File: config.mk
export PLATFORM = sky130hd
export DESIGN_NAME = prog_tick_counter
export DESIGN_NICKNAME = d
export VERILOG_FILES = /design/src/rtl/prog_tick_counter.sv
export SDC_FILE = /design/constraint.sdc
export NUM_CORES = 1
export LEC_CHECK = 0
export CAP_MARGIN = 20
export CORE_ASPECT_RATIO = 2
export CORE_MARGIN = 10
export CORE_UTILIZATION = 54
export CTS_BUF_LIST = sky130_fd_sc_hd__clkbuf_16
export DETAILED_ROUTE_END_ITERATION = 10
export PLACE_DENSITY = 0.8
export SKIP_CTS_REPAIR_TIMING = 1
export SLEW_MARGIN = 20
export SYNTH_ARGS = -nofsm -noshare
export SYNTH_HDL_FRONTEND = slang
export SYNTH_SLANG_ARGS = --single-unit
File: constraint.sdc
create_clock -name CLOCK_50 -period 2.35 [get_ports CLOCK_50]
set_input_delay 0.47 -clock CLOCK_50 [delete_from_list [all_inputs] [get_ports CLOCK_50]]
set_output_delay 0.47 -clock CLOCK_50 [all_outputs]
set_load 0.03 [all_outputs]
File: src/rtl/prog_tick_counter.sv
// Programmable up/down tick counter with a prescaler and an IDLE/RUN/DONE control FSM.
// Terminal steps can wrap, saturate or stop the run (one-shot).
module prog_tick_counter #(
  parameter int CNT_W       = 5,
  parameter int DIV_W       = 26,
  parameter int DIV_DEFAULT = 100
) (
  input  logic             CLOCK_50,
  input  logic             Reset,
  input  logic             Start,
  input  logic             Stop,
  input  logic             Dir,
  input  logic [1:0]       Mode,
  input  logic             Load,
  input  logic [CNT_W-1:0] LoadValue,
  input  logic [CNT_W-1:0] Modulus,
  input  logic [DIV_W-1:0] DivSel,
  output logic [CNT_W-1:0] Counter,
  output logic             Tick,
  output logic             Tc,
  output logic             Busy,
  output logic             Done
);

  typedef enum logic [1:0] {
    IDLE = 2'd0,
    RUN  = 2'd1,
    DONE = 2'd2
  } state_t;

  state_t             state_q, state_d;
  logic [CNT_W-1:0]   cnt_q, cnt_d;
  logic [DIV_W-1:0]   pre_q, pre_d;
  logic [DIV_W-1:0]   div_q, div_d;
  logic               tick_q, tick_d;
  logic               tc_q, tc_d;
  logic               terminal;

  always_comb begin
    terminal = Dir ? (cnt_q == '0) : (cnt_q >= Modulus);
  end

  always_comb begin
    state_d = state_q;
    cnt_d   = cnt_q;
    pre_d   = pre_q;
    div_d   = div_q;
    tick_d  = 1'b0;
    tc_d    = 1'b0;

    unique case (state_q)
      IDLE: begin
        if (Start && !Stop) begin
          div_d   = DivSel;
          pre_d   = '0;
          state_d = RUN;
        end
      end
      RUN: begin
        if (Stop) begin
          pre_d   = '0;
          state_d = IDLE;
        end else if (pre_q == div_q) begin
          pre_d  = '0;
          tick_d = 1'b1;
          if (!terminal) begin
            cnt_d = Dir ? (cnt_q - CNT_W'(1)) : (cnt_q + CNT_W'(1));
          end else begin
            tc_d = 1'b1;
            unique case (Mode)
              2'b01:   cnt_d = cnt_q;
              2'b10:   state_d = DONE;
              default: cnt_d = Dir ? Modulus : '0;
            endcase
          end
        end else begin
          pre_d = pre_q + DIV_W'(1);
        end
      end
      DONE: begin
        if (Start && !Stop) begin
          cnt_d   = Dir ? Modulus : '0;
          div_d   = DivSel;
          pre_d   = '0;
          state_d = RUN;
        end
      end
      default: state_d = IDLE;
    endcase

    // Load wins over everything except reset and freezes the control state.
    if (Load) begin
      state_d = state_q;
      div_d   = div_q;
      cnt_d   = LoadValue;
      pre_d   = '0;
      tick_d  = 1'b0;
      tc_d    = 1'b0;
    end
  end

  always_ff @(posedge CLOCK_50) begin
    if (Reset) begin
      state_q <= IDLE;
      cnt_q   <= '0;
      pre_q   <= '0;
      div_q   <= DIV_W'(DIV_DEFAULT);
      tick_q  <= 1'b0;
      tc_q    <= 1'b0;
    end else begin
      state_q <= state_d;
      cnt_q   <= cnt_d;
      pre_q   <= pre_d;
      div_q   <= div_d;
      tick_q  <= tick_d;
      tc_q    <= tc_d;
    end
  end

  assign Counter = cnt_q;
  assign Tick    = tick_q;
  assign Tc      = tc_q;
  assign Busy    = (state_q == RUN);
  assign Done    = (state_q == DONE);

endmodule

==> impl_metrics.py <==
metrics = {
    "worst_setup_path": {
        "path_cells": "nand2b_2 > inv_1 > clkdlybuf4s50_1",
        "cp.buffers_inverters": 2,
        "cp_slowest_cell": "clkdlybuf4s50_1",
        "path_max_fanout": 8,
        "required_ps": 1880,
        "cp-start-kind": "flop",
        "crit_type": "flop to output port",
        "crit_path_end_kind": "output port",
        "slowest_delay_ps": 680,
        "crit_family": "buffers and inverters",
        "arrival_ps": 1860,
    },
    "timing": {
        "max_freq_mhz": 428.9,
        "finalSetupViolations": 0,
        "setup_tns_ps": 0,
        "post-route-period-util_pct": 99.21,
        "skew_ps": 7.563,
        "hold_viol": 0,
        "drv_slew": 0,
        "worst_slew_pin_slew_ps": 612.7,
        "fin_crit_ps": 2331,
        "whs_ps": 470.7,
        "maxSlewHeadroom_pct": 59.15,
        "fin_ws_ps": 18.66,
    },
    "global_routing": {
        "antenna_found_initial": 0,
        "grt_pass1_vias": 3633,
        "grt_util_all_layers_pct": 20.36,
        "grt_pass1_wl_um": 16330,
        "grt_max_degree": 38,
        "overflow": 0,
    },
    "floorplan": {
        "num_rows": 40,
        "fp.dieArea_sq_mm": 0.01004,
        "ios": 53,
        "initial_utilization_pct": 56.01,
        "coreArea_sq_mm": 0.006056,
        "die_h_um": 132.1,
        "die_w_um": 76.04,
    },
    "routing": {
        "drt_wl_total_um": 10840,
        "drt-met1-wl_um": 3433,
        "top_layer": "met4",
        "ant_nets": 0,
        "routedWlPerCell_um": 18.63,
        "drt_iter0_markers": 247,
        "met2_wirelength_um": 6245,
        "met3_length_um": 500,
        "vias": 3459,
        "drc": 0,
        "via_per_inst": 5.943,
        "dr.pass1.iters": 5,
    },
    "yosys": {
        "synthCells": 415,
        "synth_top_area_share_pct": 36.00,
        "syn_nets": 470,
        "async_reset_ff_share_pct": 0,
        "ys.flop_type": "dfxtp_1",
        "synthTopCellsByArea": "dfxtp_1, nand2_1, xnor2_1",
        "syn_area_sq_mm": 0.003392,
        "yosys_warnings": 0,
        "synth_seq_cells": 61,
        "ys_seq_area_share_pct": 36.00,
        "synth.largest_area_cell": "dfxtp_1",
        "synth_area_per_cell_sq_um": 8.174,
        "ys_types": 49,
        "synth_edf_count": 0,
    },
    "worst_hold_path": {
        "hold_class": "flop to flop",
    },
    "power": {
        "finalPower_mw": 2.977,
        "p_leak_nw": 1.669,
        "peakVddDrop_v": 0.0004774,
        "power.density_mw_per_mm2": 642.5,
    },
    "layout": {
        "area_growth_pct": 36.59,
        "drive_gt1_share_pct": 14.06,
        "layout_common_cells": "nand2_1, dfxtp_1, clkdlybuf4s50_1, a21oi_1, buf_4",
        "multi_input_area_sq_mm": 0.002088,
        "area.sequential_sq_mm": 0.001222,
        "fin_util_pct": 76.51,
        "stdcell_area_sq_mm": 0.004633,
        "final_common_cell": "nand2_1",
        "instances_no_fill": 582,
        "num-nets-final": 548,
        "antennaDiodeCount": 0,
        "fillers": 441,
    },
    "place": {
        "gp_congestion": 0.9324,
        "placed_area_sq_mm": 0.004223,
        "portBuffers": 52,
        "dp_cells": 565,
        "dpl.hpwl_um": 7880,
        "dp_slack_ps": -366.9,
    },
    "outcome": {
        "status": "finished, final reports clean",
    },
    "clock_network": {
        "path_clk_slew_ps": 50,
        "cts_tree": "built",
        "cts_max_path_buffers": 2,
        "cts_inserted_buffers": 9,
        "clock_sinks": 61,
        "clk_latency_ps": 330,
        "htree_levels": 3,
        "root_buffer": "clkbuf_16",
    },
    "flow_run": {
        "max-cap-violations": 0,
    },
}
[registers in the layout, summed over array words and instances, names as in the netlist]
name / count
pre_q: 26
div_q: 26
Tick: 1
state_q: 2
Tc: 1
Counter: 5
[final cells by class]
class | instances | share of cell area (%)
multi-input combinational | 320 | 45.07
sequential | 61 | 26.38
timing repair buffer | 88 | 17.88
clock buffer | 9 | 4.861
clock inverter | 7 | 2.484
tap | 84 | 2.268
inverter | 13 | 1.053
[cell usage after synthesis (8+ instances only)]
master    instances
nand4_1          14
inv_1            13
a21oi_1          43
nor2_1           16
o21ai_0          14
buf_2             8
dfxtp_1          61
mux2i_1          10
nand2_1          83
clkbuf_1         13
xnor2_1          31
ha_1             10
nand3_1          20
[path summary, 6_finish.rpt]
path | depth (start not counted) | from | slack (ps) | end
setup reg to reg | 7 | Counter[1] | 40 | Counter[2]
setup / recovery | 3 | state_q[0] | 20 | Done
hold reg to reg | 2 | div_q[18] | 470 | div_q[18]
hold / removal | 2 | div_q[18] | 470 | div_q[18]
[cells by family (layout without fill, tap and decap cells)]
group                      Yosys count  count (layout)  synth area share (%)
muxes                               10              10                 2.951
AOI/OAI and AO/OA                   95              95                 18.89
DFF                                 61              61                 36.00
and+or+nand+nor                    168             168                 24.53
buffers and inverters               34             117                 4.058
xor gates and xnor gates            36              36                 9.295
adders and majority gates           11              11                 4.279
[worst reg2reg max path, cell delays in order (launching register included)]
cell and delay (ps):
dfxtp_1 430, or4b_4 610, o32ai_4 300, a41oi_4 80
buf_4 190, a32oi_1 330, a211o_1 160, o211ai_1 80
[routing by layer]
metal | up-vias | track usage [%]
li1 | 1626 | -
met4 | 0 | 16.53
met1 | 1652 | 15.47
met2 | 132 | 39.82
met5 | - | 0
met3 | 49 | 5.669
[report_power, final]
part	switching, mW	total [mW]	internal [mW]
clock network	0.467	1.50	1.03
registers	0.0281	1.09	1.06
logic	0.189	0.394	0.205
No activity file was read; power rests on OpenSTA's default activity.
